### src/rtl/icache_pkg.sv
// Shared definitions for the set-associative instruction cache.
//   - Width helpers used to derive the address split from the parameters.
//   - FSM state codes (IDLE / MISS / RESP).
// The address-split struct itself lives in icache_sa, because its field
// widths depend on that module's parameters.
package icache_pkg;

   localparam logic [1:0] S_IDLE = 2'd0;
   localparam logic [1:0] S_MISS = 2'd1;
   localparam logic [1:0] S_RESP = 2'd2;

   // byte-offset bits within a line
   function automatic int off_w(input int line_bytes);
      return $clog2(line_bytes);
   endfunction

   // set-index bits (SETS >= 2)
   function automatic int idx_w(input int sets);
      return $clog2(sets);
   endfunction

   // whatever is left above offset and index
   function automatic int tag_w(input int addr_w, input int line_bytes, input int sets);
      return addr_w - $clog2(line_bytes) - $clog2(sets);
   endfunction

   // way-number bits; a direct-mapped cache still carries one bit
   function automatic int way_w(input int ways);
      return (ways > 1) ? $clog2(ways) : 1;
   endfunction

endpackage

### src/rtl/icache_sa_if.sv
// Fetch-side and memory-side handshake bundle of icache_sa.
//   slave  : the cache (takes cpu_req/cpu_addr, returns the word; issues refills)
//   master : the environment (fetch stage + line arbiter)
// cpu_req/cpu_addr     fetch request, held while cpu_stall=1
// cpu_rdata/cpu_valid  instruction word, one-cycle valid pulse
// cpu_stall            request not accepted this cycle
// mem_req/mem_addr     line refill request (level) and line address
// mem_rdata/mem_ready  refill line, one-cycle ready pulse
interface icache_sa_if #(
   parameter int ADDR_W     = 32,
   parameter int LINE_BYTES = 16
);
   import icache_pkg::*;
   localparam int OFF_W = off_w(LINE_BYTES);

   logic                      cpu_req;
   logic [ADDR_W-1:0]         cpu_addr;
   logic [31:0]               cpu_rdata;
   logic                      cpu_valid;
   logic                      cpu_stall;
   logic                      mem_req;
   logic [ADDR_W-OFF_W-1:0]   mem_addr;
   logic [LINE_BYTES*8-1:0]   mem_rdata;
   logic                      mem_ready;

   modport slave (
      input  cpu_req, cpu_addr, mem_rdata, mem_ready,
      output cpu_rdata, cpu_valid, cpu_stall, mem_req, mem_addr
   );

   modport master (
      output cpu_req, cpu_addr, mem_rdata, mem_ready,
      input  cpu_rdata, cpu_valid, cpu_stall, mem_req, mem_addr
   );

endinterface

### src/rtl/icache_victim_sel.sv
// Victim selection for one set: lowest-numbered invalid way first, otherwise
// the set's round-robin pointer.
//   valid_i   : valid bits of the set
//   ptr_i     : round-robin pointer of the set
//   way_o     : way to refill
//   ptr_nxt_o : pointer value to store once the refill installs; it only
//               moves when a valid line is being evicted
module icache_victim_sel
   import icache_pkg::*;
#(
   parameter int WAYS  = 2,
   parameter int WAY_W = way_w(WAYS)
) (
   input  logic [WAYS-1:0]  valid_i,
   input  logic [WAY_W-1:0] ptr_i,
   output logic [WAY_W-1:0] way_o,
   output logic [WAY_W-1:0] ptr_nxt_o
);

   logic evict;

   always_comb begin
      way_o = ptr_i;
      evict = 1'b1;
      // scan downwards so the lowest invalid way is the last one to win
      for (int w = WAYS - 1; w >= 0; w--) begin
         if (!valid_i[w]) begin
            way_o = WAY_W'(w);
            evict = 1'b0;
         end
      end
      if (WAYS == 1) way_o = '0;
      ptr_nxt_o = ptr_i;
      if (evict && WAYS > 1) ptr_nxt_o = ptr_i + 1'b1;
   end

endmodule

### src/rtl/icache_sa.sv
// Set-associative instruction cache between fetch and the line arbiter.
//   clk, reset    : clock, synchronous active-high reset
//   flush_i       : invalidate every line (wins over a same-cycle request)
//   bus           : icache_sa_if.slave, fetch and refill handshakes
//   hit_cnt_o     : saturating hit counter
//   miss_cnt_o    : saturating miss counter
// Hits answer one cycle after the request with no stall; a miss stalls,
// refills a whole line and answers one cycle after mem_ready.
module icache_sa
   import icache_pkg::*;
#(
   parameter int ADDR_W     = 32,
   parameter int LINE_BYTES = 16,
   parameter int SETS       = 4,
   parameter int WAYS       = 2,
   parameter int CNT_W      = 32
) (
   input  logic             clk,
   input  logic             reset,
   input  logic             flush_i,
   icache_sa_if.slave       bus,
   output logic [CNT_W-1:0] hit_cnt_o,
   output logic [CNT_W-1:0] miss_cnt_o
);

   localparam int OFF_W  = off_w(LINE_BYTES);
   localparam int IDX_W  = idx_w(SETS);
   localparam int TAG_W  = tag_w(ADDR_W, LINE_BYTES, SETS);
   localparam int WAY_W  = way_w(WAYS);
   localparam int WPL    = LINE_BYTES / 4;
   localparam int WS_W   = (WPL > 1) ? $clog2(WPL) : 1;
   localparam int LINE_W = LINE_BYTES * 8;

   typedef struct packed {
      logic [TAG_W-1:0] tag;
      logic [IDX_W-1:0] idx;
      logic [OFF_W-1:0] off;
   } addr_t;

   addr_t            a;
   logic [WS_W-1:0]  wsel;

   assign a    = bus.cpu_addr;
   assign wsel = WS_W'(a.off >> 2);   // byte-in-word bits are dropped here

   // line storage; only valid bits and pointers need a reset value
   logic [SETS-1:0][WAYS-1:0]  valid_q;
   logic [SETS-1:0][WAY_W-1:0] ptr_q;
   logic [TAG_W-1:0]           tags_q [SETS][WAYS];
   logic [LINE_W-1:0]          data_q [SETS][WAYS];

   logic [1:0]       state_q, state_d;
   logic [IDX_W-1:0] lat_idx_q;
   logic [TAG_W-1:0] lat_tag_q;
   logic [WS_W-1:0]  lat_ws_q;
   logic [WAY_W-1:0] vic_way_q, vic_ptr_q;
   logic             drop_q;
   logic             cvalid_q;
   logic [31:0]      rdata_q;
   logic [CNT_W-1:0] hit_cnt_q, miss_cnt_q;

   // lookup in the addressed set
   logic [WAYS-1:0]  match;
   logic [WAY_W-1:0] hit_way;
   logic             hit;
   logic [31:0]      hit_word;

   always_comb begin
      match   = '0;
      hit_way = '0;
      for (int w = 0; w < WAYS; w++) begin
         match[w] = valid_q[a.idx][w] && (tags_q[a.idx][w] == a.tag);
         if (match[w]) hit_way = WAY_W'(w);
      end
   end

   assign hit      = |match;
   assign hit_word = data_q[a.idx][hit_way][32*wsel +: 32];

   logic [WAY_W-1:0] vic_way, vic_ptr_nxt;

   icache_victim_sel #(.WAYS(WAYS), .WAY_W(WAY_W)) u_vsel (
      .valid_i   (valid_q[a.idx]),
      .ptr_i     (ptr_q[a.idx]),
      .way_o     (vic_way),
      .ptr_nxt_o (vic_ptr_nxt)
   );

   logic accept, do_hit, do_miss, install;

   assign accept  = (state_q == S_IDLE) && bus.cpu_req && !flush_i;
   assign do_hit  = accept && hit;
   assign do_miss = accept && !hit;
   // a flush seen at any point of the refill (now or earlier) discards the line
   assign install = (state_q == S_MISS) && bus.mem_ready && !drop_q && !flush_i;

   always_comb begin
      state_d = state_q;
      case (state_q)
         S_IDLE:  if (do_miss) state_d = S_MISS;
         S_MISS:  if (bus.mem_ready) state_d = (drop_q || flush_i) ? S_IDLE : S_RESP;
         S_RESP:  state_d = S_IDLE;
         default: state_d = S_IDLE;
      endcase
   end

   always_ff @(posedge clk) begin
      if (reset) begin
         state_q    <= S_IDLE;
         valid_q    <= '0;
         ptr_q      <= '0;
         lat_idx_q  <= '0;
         lat_tag_q  <= '0;
         lat_ws_q   <= '0;
         vic_way_q  <= '0;
         vic_ptr_q  <= '0;
         drop_q     <= 1'b0;
         cvalid_q   <= 1'b0;
         rdata_q    <= '0;
         hit_cnt_q  <= '0;
         miss_cnt_q <= '0;
      end else begin
         state_q  <= state_d;
         cvalid_q <= do_hit || install;
         if (do_hit)  rdata_q <= hit_word;
         if (install) rdata_q <= bus.mem_rdata[32*lat_ws_q +: 32];
         if (do_hit && ~&hit_cnt_q) hit_cnt_q <= hit_cnt_q + 1'b1;
         if (do_miss) begin
            lat_idx_q <= a.idx;
            lat_tag_q <= a.tag;
            lat_ws_q  <= wsel;
            vic_way_q <= vic_way;
            vic_ptr_q <= vic_ptr_nxt;
            if (~&miss_cnt_q) miss_cnt_q <= miss_cnt_q + 1'b1;
         end
         if (state_q == S_MISS) begin
            if (flush_i)       drop_q <= 1'b1;
            if (bus.mem_ready) drop_q <= 1'b0;
         end
         if (flush_i) begin
            valid_q <= '0;
         end else if (install) begin
            valid_q[lat_idx_q][vic_way_q] <= 1'b1;
            ptr_q[lat_idx_q]              <= vic_ptr_q;
         end
      end
   end

   always_ff @(posedge clk) begin
      if (!reset && install) begin
         tags_q[lat_idx_q][vic_way_q] <= lat_tag_q;
         data_q[lat_idx_q][vic_way_q] <= bus.mem_rdata;
      end
   end

   assign bus.cpu_valid = cvalid_q;
   assign bus.cpu_rdata = rdata_q;
   assign bus.cpu_stall = (state_q != S_IDLE) || (bus.cpu_req && (flush_i || !hit));
   assign bus.mem_req   = (state_q == S_MISS);
   assign bus.mem_addr  = {lat_tag_q, lat_idx_q};
   assign hit_cnt_o     = hit_cnt_q;
   assign miss_cnt_o    = miss_cnt_q;

endmodule

### src/flat_wrapper.sv
// flat-port wrapper written by rule: the top's interface ports become plain ports
module icache_sa_flat import icache_pkg::*;
#(
   parameter int ADDR_W     = 32,
   parameter int LINE_BYTES = 16,
   parameter int SETS       = 4,
   parameter int WAYS       = 2,
   parameter int CNT_W      = 32
)
  (clk, reset, flush_i, hit_cnt_o, miss_cnt_o, bus_cpu_req, bus_cpu_addr, bus_mem_rdata, bus_mem_ready, bus_cpu_rdata, bus_cpu_valid, bus_cpu_stall, bus_mem_req, bus_mem_addr);
  icache_sa_if #(.ADDR_W(ADDR_W), .LINE_BYTES(LINE_BYTES)) bus_i ();
  input  logic clk;
  input  logic reset;
  input  logic flush_i;
  output logic [CNT_W-1:0] hit_cnt_o;
  output logic [CNT_W-1:0] miss_cnt_o;
  input wire logic [$bits(bus_i.cpu_req)-1:0] bus_cpu_req;
  input wire logic [$bits(bus_i.cpu_addr)-1:0] bus_cpu_addr;
  input wire logic [$bits(bus_i.mem_rdata)-1:0] bus_mem_rdata;
  input wire logic [$bits(bus_i.mem_ready)-1:0] bus_mem_ready;
  output wire logic [$bits(bus_i.cpu_rdata)-1:0] bus_cpu_rdata;
  output wire logic [$bits(bus_i.cpu_valid)-1:0] bus_cpu_valid;
  output wire logic [$bits(bus_i.cpu_stall)-1:0] bus_cpu_stall;
  output wire logic [$bits(bus_i.mem_req)-1:0] bus_mem_req;
  output wire logic [$bits(bus_i.mem_addr)-1:0] bus_mem_addr;
  assign bus_i.cpu_req = bus_cpu_req;
  assign bus_i.cpu_addr = bus_cpu_addr;
  assign bus_i.mem_rdata = bus_mem_rdata;
  assign bus_i.mem_ready = bus_mem_ready;
  assign bus_cpu_rdata = bus_i.cpu_rdata;
  assign bus_cpu_valid = bus_i.cpu_valid;
  assign bus_cpu_stall = bus_i.cpu_stall;
  assign bus_mem_req = bus_i.mem_req;
  assign bus_mem_addr = bus_i.mem_addr;
  icache_sa #(.ADDR_W(ADDR_W), .LINE_BYTES(LINE_BYTES), .SETS(SETS), .WAYS(WAYS), .CNT_W(CNT_W)) u_core (.clk(clk), .reset(reset), .flush_i(flush_i), .bus(bus_i), .hit_cnt_o(hit_cnt_o), .miss_cnt_o(miss_cnt_o));
endmodule
### config.mk
export PLATFORM = sky130hd
export DESIGN_NAME = icache_sa_flat
export DESIGN_NICKNAME = d
export VERILOG_FILES = /design/src/rtl/icache_pkg.sv /design/src/rtl/icache_sa_if.sv /design/src/rtl/icache_victim_sel.sv /design/src/rtl/icache_sa.sv /design/src/flat_wrapper.sv
export SDC_FILE = /design/constraint.sdc
export NUM_CORES = 2
export LEC_CHECK = 0
export CORE_AREA = 3 3 306 308
export DETAILED_ROUTE_END_ITERATION = 16
export DIE_AREA = 0 0 309 311
export PLACE_DENSITY_LB_ADDON = 0.15
export SYNTH_ARGS = -nofsm -noshare
export SYNTH_HDL_FRONTEND = slang
export SYNTH_HIERARCHICAL = 1
export SYNTH_SLANG_ARGS = --single-unit
### constraint.sdc
create_clock -name clk -period 16.8 [get_ports clk]
set_clock_uncertainty 0.1 [all_clocks]
set_input_delay 1.68 -clock clk [delete_from_list [all_inputs] [get_ports clk]]
set_output_delay 1.68 -clock clk [all_outputs]
set_load 0.01 [all_outputs]
-- After elaboration in Yosys (flattened, before gate mapping)
Memories as Yosys holds them, arrays and structs flattened.
Cells that the tools add are included.
- add/subtract/negate cells: 3
- $lt $le $gt $ge: 8
- equal/unequal tests: 5
- shifts and indexed selects: 2
- muxes and demuxes: 35
- bitwise gates (word level): 5
- reduce and logical (&&, ||, !) cells: 36
- operators with widths (kind ; number):
    $mux 128 ; 4
    $mux 256 ; 1
    $shiftx 128x8->32 ; 2
    $demux 128 s1 ; 1
    $add 32x1->32 const B ; 2
    $mux 32 ; 2
    $reduce_and 32->1 ; 2
    $eq 26x26->1 ; 2
    $mux 52 ; 1
    $demux 26 s1 ; 1
    $mux 26 ; 1
    $logic_and 1x1->1 ; 15
    $mux 1 ; 12
    $mux 2 ; 5
    $or 8x8->8 ; 1
    $reduce_and 2->1 ; 4
    $lt 2x3->1 const B ; 2
    $reduce_bool 2->1 ; 3
    $logic_not 1->1 ; 5
    $bmux 2 s2 ; 1
    $bwmux 4 ; 1
    $demux 2 s2 ; 1
    $ge 2x2->1 const B ; 2
    $logic_or 1x1->1 ; 4
    16 further kinds ; 19
- bits in registers: 144
- bits in writable memories: 1232
- input port bits: 165
- output and inout port bits: 127
- word-level logic and storage cells: 115
- memories: 2
- memory list (memory ; depth ; width ; rd ports ; clocked after memory_dff ; wr ports ; line ; RTL):
    u_core.data_q ; 4 ; 256 ; 1 ; 0 ; 1 ; icache_sa.sv:50 ; logic [LINE_W-1:0] data_q [SETS][WAYS];
    u_core.tags_q ; 4 ; 52 ; 1 ; 0 ; 1 ; icache_sa.sv:49 ; logic [TAG_W-1:0] tags_q [SETS][WAYS];

-- Depth between registers and ports, before layout
- depth in word-level cells: 11
- gate-level depth with buffers: 15
- depth with buffers taken out: 8

-- Cells and area by module
The synthesis kept the hierarchy.
- by module, submodules not included (module ; times used ; cells an instance ; area each (um^2) ; sequential area each (um^2)):
    icache_sa ; 1 ; 2784 ; 54628.6 ; 39878.2
    icache_victim_sel ; 1 ; 4 ; 23.8 ; 0.0

-- Worst setup path before layout
OpenSTA, ideal clock, no wires.
- path kind: input to register
- from: input flush_i
- to: memory u_core/data_q[0][128] (netlist name) (enable)
- library setup time: 856 ps
- arrival: 13119 ps
- required time: 15844 ps
- path slack: 2725 ps
- stages on the path: 5
- path buffers: 2
- cell sequence: clkbuf_1 -> or3_1 -> clkbuf_1 -> or3_1 -> nor3_1
- word-level cells in the longest chain between the ends: 5
- RTL lines (element ; line ; RTL):
    start: declaration ; flat_wrapper.sv:14 ; input logic flush_i;
    $logic_not 1->1 ; icache_sa.sv:95 ; assign install = (state_q == S_MISS) && bus.mem_ready && !drop_q && !flush_i;
    $logic_and 1x1->1 ; icache_sa.sv:95 ;
    $logic_and 1x1->1 ; icache_sa.sv:150 ; if (!reset && install) begin
    $mux 1 ; icache_sa.sv:150 ;
    $mux 256 (not written as such) ; icache_sa.sv:152 ; data_q[lat_idx_q][vic_way_q] <= bus.mem_rdata;
    end: declaration ; icache_sa.sv:50 ;
Every way passes these cells.

-- Worst setup path after layout
- from: input bus_cpu_addr[4]
- to: output bus_cpu_stall
- word-level cells in the longest chain between the ends: 8
- elaborated cells between the ends (all ways): 12
- classes of those cells: 2 x eq/ne; 2 x mux; 7 x reduce/logical; 1 x memory
- RTL lines (element ; line ; RTL):
    start: declaration ; flat_wrapper.sv:18 ; input wire logic [$bits(bus_i.cpu_addr)-1:0] bus_cpu_addr;
    $mem_v2 4x52 or $bmux 2 s2 (tied branches) ; - ;
    $eq 26x26->1 or $mux 2 (tied branches) ; icache_sa.sv:72 ; match[w] = valid_q[a.idx][w] && (tags_q[a.idx][w] == a.tag);
    $logic_and 1x1->1 ; icache_sa.sv:72 ;
    $reduce_or 2->1 * ; icache_sa.sv:77 ; assign hit = |match;
    $logic_not 1->1 * ; icache_sa.sv:158 ; assign bus.cpu_stall = (state_q != S_IDLE) || (bus.cpu_req && (flush_i || !hit));
    $logic_or 1x1->1 * ; icache_sa.sv:158 ;
    $logic_and 1x1->1 * ; icache_sa.sv:158 ;
    $logic_or 1x1->1 * ; icache_sa.sv:158 ;
    end: declaration ; flat_wrapper.sv:23 ; output wire logic [$bits(bus_i.cpu_stall)-1:0] bus_cpu_stall;
Every way passes the cells marked *; elsewhere a longest branch is shown, timed or not. The select of a mux whose other input is x is not followed.

==> flow_summary.json <==
{
  "crit_path_top_delay_cell": "and4_4",
  "synth_adder_area_share": 0.0004579,
  "crit_path_start_kind": "primary input",
  "maxSlewViolCount": 0,
  "globalRoute.totalOverflow": 0,
  "synth.area.mux_share": 0.1738,
  "yosys-top-cells-area": "edfxtp_1 (68%), mux4_2 (14%), dfxtp_1 (5.3%)",
  "max_cap_viol_count": 0,
  "drive_gt1_frac": 0.2037,
  "synth_compound_gate_area_share": 0.03876,
  "final_common_cell": "edfxtp_1",
  "cts.path.max_buffers": 3,
  "start_util": 0.5980,
  "cts_buffers": 140,
  "path_max_fanout": 99,
  "endpoint_kind": "output port",
  "timing.critical_path.slowest_cell_delay_ns": 0.96,
  "leakage_uw": 0.02016,
  "final_weighted_congestion_in_routability_driven_placement": 0.8310,
  "cpMostUsedCell": "nor2_1",
  "first_pass_iters": 6,
  "syn_area_per_cell_sq_um": 19.60,
  "dieHeight_um": 311,
  "grt_setup_unrepaired": "false",
  "timing.critical_path.required_ns": 15.02,
  "most-common-layout-cells": "edfxtp_1 (1232), mux4_2 (337), clkdlybuf4s50_1 (285)",
  "synthesis.area_sq_um": 54650,
  "grt_pass1_wl_um": 198000,
  "synth-edff-count": 1232,
  "slew-limit-headroom": 0.1485,
  "area_of_the_multi_input_gates_sq_um": 14050,
  "drcViolationCount": 0,
  "postSynth.asyncResetShare": 0,
  "fmax_mhz": 116.9,
  "layout-area-overhead-vs-synth_pct": 16.00,
  "vias": 29452,
  "clock_sinks": 1376,
  "grt_total_usage": 0.2807,
  "ctsRootBufferMaster": "clkbuf_16",
  "tritoncts": "done",
  "synth.ff_latch_count": 1376,
  "cts.reportedPaths.clkPinSlew_ns": 0.05,
  "fillers": 5662,
  "synth-warning-count": 6,
  "clock_latency_reported_for_the_late_side_of_the_worst_skew_pair_ns": 0.75,
  "htreeDepth": 4,
  "path_class": "in -> out",
  "transition_at_the_pin_with_the_smallest_max_transition_slack_ns": 1.273,
  "yosys.area.top_type": "edfxtp_1",
  "cts_setup_buffers": 0,
  "core-area_sq_um": 91390,
  "drt-wirelength-per-cell_um": 30.21,
  "timing.final.crit_period_ns": 8.556,
  "port_buffers": 289,
  "grt_antenna_before_repair": 14,
  "area.sequential_sq_um": 39880,
  "grt_max_degree": 137,
  "dpl.hpwl_um": 73690,
  "ys_types": 73,
  "fin_nets": 3262,
  "finalWorstSetupSlack_ns": 8.244,
  "mappedNetlistNets": 2955,
  "cts_hold_buffers": 0,
  "run_status": "finished, final reports clean",
  "floorplan.io_pins": 292,
  "routed_wirelength_um": 133100,
  "hold_path_class": "reg -> reg",
  "power_density_nw_per_um2": 112.3,
  "die-area_sq_um": 96100,
  "dominant_combinational_cell_family_by_area_after_synthesis": "multiplexers",
  "worst-endpoint-arrival_ns": 6.78,
  "first_global_vias": 30198,
  "dominantRegCellSynth": "edfxtp_1",
  "totalNegativeSetupSlack_ns": 0,
  "final_hold_viol_count": 0,
  "synth_largest_type_area_fraction": 0.6769,
  "drt-initial-drc-count": 3402,
  "die_x_um": 309,
  "synth_xor_area_frac": 0.008333,
  "core.rowCount": 111,
  "preCtsSetupSlack_ns": 8.204,
  "synthSimpleGateAreaFrac": 0.03336,
  "portion_of_the_post_synthesis_area_used_by_sequential_elements": 0.7297,
  "crit_chain": "buf_8, buf_12, mux2_2, a222oi_1, o2111ai_1, nor2_1, and4_4, nor2_1, o21ai_0, nand2_1, clkdlybuf4s50_1",
  "cts.repair.resized": 0,
  "post_synth_inst_count": 2788,
  "layout_worst_path_cycle_share": 0.5093,
  "ir_drop_v": 0.0001036,
  "setup_viol": 0,
  "avgViaCountPerCell": 6.686,
  "antenna_violating_nets_post_route": 0
}
==> synth_stat cells, types with 28 or more instances <==
cell	instances
clkbuf_1	113
edfxtp_1	1232
mux2_2	31
mux4_2	337
nor2_1	40
mux2i_1	152
o21ai_0	31
nand2_1	120
xnor2_1	46
dfxtp_1	144
a21oi_1	89
inv_1	28
==> critical path: cells and delay by family <==
family	cells	cell delay (ns)
buf+inv	3	1.71
compound gates	3	0.71
simple gates	4	2.04
mux	1	0.43
==> cell families after synthesis <==
family	after synthesis
AOI/OAI and AO/OA	296
xor gates and xnor gates	52
adders and majority gates	2
buffers and inverters	194
DFF	1376
muxes	523
and+or+nand+nor	345
==> metal layers <==
metal | up-vias | track usage | share of wire
met1 | 15530 | 0.3997 | 0.40
met5 | - | 0 | 0.00071
met4 | 16 | 0.08285 | 0.025
li1 | 12239 | - | -
met2 | 1407 | 0.4457 | 0.49
met3 | 260 | 0.05935 | 0.084
==> where the power goes <==
group          switching [uW]  internal (uW)
combinational             173            146
clock                    1260           1800
sequential               14.6           3730
total                    1450           5670
==> worst paths after layout <==
path | slack [ns] | to | cells past startpoint | startpoint
hold / removal | 0.37 | u_core/ptr_q[0] | 2 | u_core/ptr_q[0]
setup / recovery | 8.24 | bus_cpu_stall | 11 | bus_cpu_addr[4]
hold reg to reg | 0.37 | u_core/ptr_q[0] | 2 | u_core/ptr_q[0]
setup reg to reg | 11.14 | u_core/data_q[2][115] | 8 | u_core/state_q[0]
==> stage by stage <==
stage | instances | hold slack [ns] | utilization | instance area (sq um) | total power (uW)
after CTS | 4397 | 0.3669 | 0.6935 | 63380 | 7171
after floorplan | 2788 | 0.3331 | - | 54650 | 3993
after global routing | 4400 | 0.3820 | 0.6936 | 63390 | 7325
after global placement | 4139 | 0.3449 | 0.6435 | 58810 | 4125
final | 4405 | 0.3653 | 0.6937 | 63400 | 7121
after detailed placement | 4139 | 0.3562 | 0.6435 | 58810 | 4136
==> area by class of cell <==
class,count,area share
clock buffer,193,0.06394
inverter,28,0.001658
clock inverter,65,0.008151
timing repair buffer,331,0.05183
tap,1186,0.02341
antenna,8,0.0003158
sequential,1376,0.6291
multi-input combinational,1218,0.2216
==> registers in the layout, indices dropped and copies added, names as in the netlist, 4 cells and up <==
register              cells
u_core/miss_cnt_o        32
u_core/bus.cpu_rdata     32
u_core/hit_cnt_o         32
u_core/valid_q            8
u_core/data_q          1024
u_core/lat_tag_q         26
u_core/tags_q           208
u_core/ptr_q              4
Note: power is estimated with default switching activity, not from simulation.
